<file path="config.mk">
export PLATFORM = sky130hd
export DESIGN_NAME = mux2_arbiter_flat
export DESIGN_NICKNAME = d
export VERILOG_FILES = /design/src/rtl/mux2_arbiter_pkg.sv /design/src/rtl/mux2_arbiter_if.sv /design/src/rtl/mux2_arbiter_hold_counter.sv /design/src/rtl/mux2_arbiter.sv /design/src/flat_wrapper.sv
export SDC_FILE = /design/constraint.sdc
export NUM_CORES = 1
export LEC_CHECK = 0
export BUFFER_PORTS_ARGS = -buffer_cell sky130_fd_sc_hd__clkbuf_2
export CORE_AREA = 2 2 39 41
export DETAILED_ROUTE_END_ITERATION = 12
export DIE_AREA = 0 0 41 43
export PLACE_DENSITY_LB_ADDON = 0.08
export SETUP_SLACK_MARGIN = 0.3
export SYNTH_ARGS = -nofsm -noshare
export SYNTH_HDL_FRONTEND = slang
export SYNTH_SLANG_ARGS = --single-unit
</file>
<file path="constraint.sdc">
create_clock -name clock -period 3.1 [get_ports clock]
set_clock_uncertainty 0.1 [all_clocks]
set_input_delay 0.155 -clock clock [delete_from_list [all_inputs] [get_ports clock]]
set_output_delay 0.155 -clock clock [all_outputs]
set_load 0.005 [all_outputs]
</file>
<file path="src/rtl/mux2_arbiter_pkg.sv">
// mux2_arbiter_pkg: shared definitions for the two-source mux arbiter.
//   state_t : FSM encodings (IDLE=00, G0=01, G1=10; 11 unused, recovers to IDLE)
//   SEL_X / SEL_Y : mux select values for source 0 (x) and source 1 (y)
package mux2_arbiter_pkg;

    typedef enum logic [1:0] {
        IDLE = 2'b00,
        G0   = 2'b01,
        G1   = 2'b10
    } state_t;

    localparam logic SEL_X = 1'b0;
    localparam logic SEL_Y = 1'b1;

endpackage

</file>
<file path="src/rtl/mux2_arbiter_if.sv">
// mux2_arbiter_if: request/grant bundle between the two sources and the arbiter.
//   req      : level requests, bit 0 = source 0 (mux x), bit 1 = source 1 (mux y)
//   grant    : one-hot grant, 00 when idle
//   sel      : mux select (0 = x, 1 = y)
//   valid    : mux output owned this cycle
//   hold_cnt : consecutive contended-cycle count of the current owner
// master = requester side, slave = arbiter side.
interface mux2_arbiter_if #(
    parameter int CW = 4
);
    logic [1:0]    req;
    logic [1:0]    grant;
    logic          sel;
    logic          valid;
    logic [CW-1:0] hold_cnt;

    modport master (output req, input grant, sel, valid, hold_cnt);
    modport slave  (input req, output grant, sel, valid, hold_cnt);
endinterface

</file>
<file path="src/rtl/mux2_arbiter_hold_counter.sv">
// hold_counter: CW-bit up counter with synchronous clear and enable.
//   clock, reset : rising-edge clock, synchronous active-high reset
//   clr          : clear to 0 (wins over en)
//   en           : increment
//   cnt          : current count
//   term         : cnt == MAX_HOLD-1, i.e. the owner is on its last allowed cycle
module hold_counter #(
    parameter int MAX_HOLD = 8,
    parameter int CW       = 4
) (
    input  logic          clock,
    input  logic          reset,
    input  logic          clr,
    input  logic          en,
    output logic [CW-1:0] cnt,
    output logic          term
);

    always_ff @(posedge clock) begin
        if (reset || clr)
            cnt <= '0;
        else if (en)
            cnt <= cnt + 1'b1;
    end

    assign term = (cnt == CW'(MAX_HOLD - 1));

endmodule

</file>
<file path="src/rtl/mux2_arbiter.sv">
// mux2_arbiter: round-robin arbiter driving the select of a shared 2-to-1 mux.
//   clock, reset : rising-edge clock, synchronous active-high reset
//   bus (slave)  : req in; grant, sel, valid, hold_cnt out (all registered)
// An owner under continuous contention keeps the grant for MAX_HOLD cycles,
// then it passes to the waiting source. Without contention a grant is kept
// indefinitely.
module mux2_arbiter
    import mux2_arbiter_pkg::*;
#(
    parameter int MAX_HOLD = 8,
    parameter int CW       = 4
) (
    input  logic          clock,
    input  logic          reset,
    mux2_arbiter_if.slave bus
);

    state_t        state, nxt;
    logic          last;     // index of the most recent owner; loser of the next tie
    logic          clr, en, term;
    logic [CW-1:0] cnt;

    hold_counter #(.MAX_HOLD(MAX_HOLD), .CW(CW)) u_hold (
        .clock (clock),
        .reset (reset),
        .clr   (clr),
        .en    (en),
        .cnt   (cnt),
        .term  (term)
    );

    // Counter only advances while the owner stays and the other side waits;
    // every other path (state change, no contention) clears it.
    always_comb begin
        nxt = IDLE;
        clr = 1'b1;
        en  = 1'b0;
        case (state)
            IDLE: begin
                case (bus.req)
                    2'b01:   nxt = G0;
                    2'b10:   nxt = G1;
                    2'b11:   nxt = last ? G0 : G1;
                    default: nxt = IDLE;
                endcase
            end
            G0: begin
                if (!bus.req[0])
                    nxt = bus.req[1] ? G1 : IDLE;
                else if (bus.req[1] && !term) begin
                    nxt = G0;
                    clr = 1'b0;
                    en  = 1'b1;
                end else if (bus.req[1])
                    nxt = G1;
                else
                    nxt = G0;
            end
            G1: begin
                if (!bus.req[1])
                    nxt = bus.req[0] ? G0 : IDLE;
                else if (bus.req[0] && !term) begin
                    nxt = G1;
                    clr = 1'b0;
                    en  = 1'b1;
                end else if (bus.req[0])
                    nxt = G0;
                else
                    nxt = G1;
            end
            default: nxt = IDLE;   // unused encoding recovers
        endcase
    end

    // Outputs are decoded from nxt into registers so they line up with state
    // and have no combinational path from req. sel holds while idle.
    always_ff @(posedge clock) begin
        if (reset) begin
            state     <= IDLE;
            last      <= 1'b1;
            bus.grant <= 2'b00;
            bus.sel   <= SEL_X;
            bus.valid <= 1'b0;
        end else begin
            state <= nxt;
            case (nxt)
                G0: begin
                    bus.grant <= 2'b01;
                    bus.sel   <= SEL_X;
                    bus.valid <= 1'b1;
                    last      <= 1'b0;
                end
                G1: begin
                    bus.grant <= 2'b10;
                    bus.sel   <= SEL_Y;
                    bus.valid <= 1'b1;
                    last      <= 1'b1;
                end
                default: begin
                    bus.grant <= 2'b00;
                    bus.valid <= 1'b0;
                end
            endcase
        end
    end

    assign bus.hold_cnt = cnt;

endmodule
</file>
<file path="src/flat_wrapper.sv">
// flat-port wrapper written by rule: the top's interface ports become plain ports
module mux2_arbiter_flat import mux2_arbiter_pkg::*;
#(
    parameter int MAX_HOLD = 8,
    parameter int CW       = 4
)
  (clock, reset, bus_req, bus_grant, bus_sel, bus_valid, bus_hold_cnt);
  mux2_arbiter_if #(.CW(CW)) bus_i ();
  input  logic clock;
  input  logic reset;
  input wire logic [$bits(bus_i.req)-1:0] bus_req;
  output wire logic [$bits(bus_i.grant)-1:0] bus_grant;
  output wire logic [$bits(bus_i.sel)-1:0] bus_sel;
  output wire logic [$bits(bus_i.valid)-1:0] bus_valid;
  output wire logic [$bits(bus_i.hold_cnt)-1:0] bus_hold_cnt;
  assign bus_i.req = bus_req;
  assign bus_grant = bus_i.grant;
  assign bus_sel = bus_i.sel;
  assign bus_valid = bus_i.valid;
  assign bus_hold_cnt = bus_i.hold_cnt;
  mux2_arbiter #(.MAX_HOLD(MAX_HOLD), .CW(CW)) u_core (.clock(clock), .reset(reset), .bus(bus_i));
endmodule
</file>
==> run summary <==
status - finished, final reports clean
number of max-cap violations - 0
unrepaired setup endpoints after global routing - no
Synth cell types - 21
# port buffers - 11
largest net degree at the start of global routing - 9
worst path required time - 3.21 ns
Final Hold Vio Count - 0
setup TNS - 0 ns
CTS Buf Count - 3
clk buf depth - 2
# diodes - 0
Hold WS - 0.0603 ns
Async SR Flop Fraction - 0%
site row count - 14
TritonCTS clock tree - yes
critical path fanouts, max - 5
Fill cells - 132
# setup viols final - 0
wire length per cell - 11.9 µm
TritonRoute pass-1 iters - 5
core area - 1380 µm²
mapped cell area - 601 µm²
global-route wire length before repair - 2020 µm
element type at the critical path end - register
Hold Crit Class - input port to register
final antenna-violating net count - 0
root buf cell - clkbuf_4
Slew Limit Fails - 0
Worst-Margin Slew - 0.384 ns
# Post-CTS Setup Buffers - 0
worst-case reg-to-reg path depth - 7
dpl hpwl - 886 µm
vias - 552
mean post-synth cell area - 8.83 µm²
Seq cells post-synth - 11
initial antenna violation count - 0
clk_lat worst skew - 0.27 ns
power density cells - 482 nW/µm²
Syn Nets - 79
WHS Path Cells - 2
CTS sink count - 11
reg-to-reg setup timing slack - 1.06 ns
placed cell count - 95
share of cells above drive strength 1 - 19.3%
Rel. slew slack - 74.3%
WP data arrival - 2.15 ns
total global-route track usage - 17.3%
cell count after synthesis - 68
io pins - 12
vias per cell - 5.58
Yosys warning total - 0
RR Startpoint - u_core.u_hold.cnt[0]$_SDFFE_PP0P_
hold_buf cts - 0
worst reg2reg endpoint - u_core.bus.sel$_SDFFE_PP0P_
Worst-path clk slew - 0.07 ns
Die W - 41 µm
Routability Congestion - 0.764
Final Cell Area - 702 µm²
synthesis-to-finish area growth - 16.9%
1st-iter DRT viols - 12
Top FF cell, synth - dfxtp_1
Max rail drop VDD - 0.239 mV
H-tree depth - 1
sequential fraction of the synthesis area - 36.7%
Max Freq - 0.489 GHz
DRC - 0
die height - 43 µm
non-filler cells, final - 99
drt total wl - 1180 µm
Setup crit start - u_core.u_hold.cnt[0]$_SDFFE_PP0P_
die footprint - 1760 µm²
cts repair resizes - 0
Area after DPL - 676 µm²
crit path to - u_core.bus.sel$_SDFFE_PP0P_
EDFF count, synth - 0
Final Cycle Share - 66.0%
CP startpoint kind - register
leakage - 0.305 nW
initial core utilization - 43.4%
vias in the first global route - 478
Tmin final - 2.04 ns
total grt overflow - 0
layout net count - 95
critical path type - register to register
most frequent cells in the layout - clkbuf_2 (11), dfxtp_1 (11), nand2_1 (8)
==> cells by family (layout without fill, tap and decap cells) <==
family,Yosys count,count (layout),synth area share (%)
compound gates,18,18,19.6
fa+ha+maj,7,7,14.6
buf+inv,5,20,3.13
flops,11,11,36.7
simple gates,27,27,26.0
==> stage by stage <==
step / util [%] / total power, mW / setup slack [ns]
global placement: 48.8 / 0.243 / 1.12
global route: 50.7 / 0.362 / 0.933
finish: 50.7 / 0.338 / 1.06
detailed placement: 48.8 / 0.242 / 1.11
CTS: 50.7 / 0.341 / 1.08
floorplan: - / 0.219 / 1.26
==> metal layers <==
metal,part of all wire (%),vias up,GRT usage [%]
met1,46,242,22.5
met3,7.8,4,6.28
li1,-,278,-
met4,2.1,0,10.0
met2,44,28,23.8
met5,0,-,0
==> worst min-delay path by stage <==
stage          startpoint                        endpoint  slack (ns)
5_1_grt             reset     u_core.bus.sel$_SDFFE_PP0P_        0.07
3_5_place_dp        reset     u_core.bus.valid$_SDFF_PP0_        0.35
4_1_cts             reset  u_core.bus.grant[0]$_SDFF_PP0_        0.06
2_1_floorplan       reset     u_core.bus.valid$_SDFF_PP0_        0.12
6_report            reset     u_core.bus.valid$_SDFF_PP0_        0.06
3_3_place_gp        reset     u_core.bus.sel$_SDFFE_PP0P_        0.35
==> cell usage after synthesis (2+ instances only) <==
cell | count | area (µm²)
a21oi_1 | 5 | 25.0
a311oi_1 | 2 | 17.5
a31o_2 | 2 | 17.5
a31oi_1 | 3 | 18.8
and3b_1 | 2 | 17.5
dfxtp_1 | 11 | 220
ha_1 | 7 | 87.6
inv_1 | 5 | 18.8
nand2_1 | 8 | 30.0
nand2b_1 | 5 | 31.3
nor2_1 | 3 | 11.3
nor2b_1 | 2 | 12.5
o21ai_0 | 3 | 15.0
or4_1 | 2 | 15.0
or4b_1 | 2 | 20.0
==> state kept, by name, summed over array words and instances (netlist names) <==
signal and cells:
u_core.last 1, u_core.state 2, u_core.bus.grant 2, u_core.bus.sel 1, u_core.bus.valid 1, u_core.u_hold.cnt 4
==> where the power goes <==
part | switching [mW] | internal (mW) | leakage [nW]
Sequential | 0.00688 | 0.154 | 0.0899
Clock | 0.0497 | 0.0499 | 0.0150
Combinational | 0.0434 | 0.0348 | 0.200
Total | 0.0999 | 0.238 | 0.305
==> critical path, stage by stage, from the launching register on <==
cell and delay, ns:
dfxtp_1 0.35, ha_1 0.24, and3b_1 0.21, o21ai_0 0.30, a31oi_1 0.15, ha_1 0.34, nand2b_1 0.17, a21oi_1 0.11
==> final cells by class <==
type	count	area [µm²]	area share (%)
Multi-Input combinational cell	52	362	51.5
Sequential cell	11	220	31.4
Timing Repair Buffer	11	55.1	7.84
Clock buffer	4	26.3	3.74
Tap cell	16	20.0	2.85
Inverter	5	18.8	2.67
Note: power is estimated with default switching activity, not from simulation.
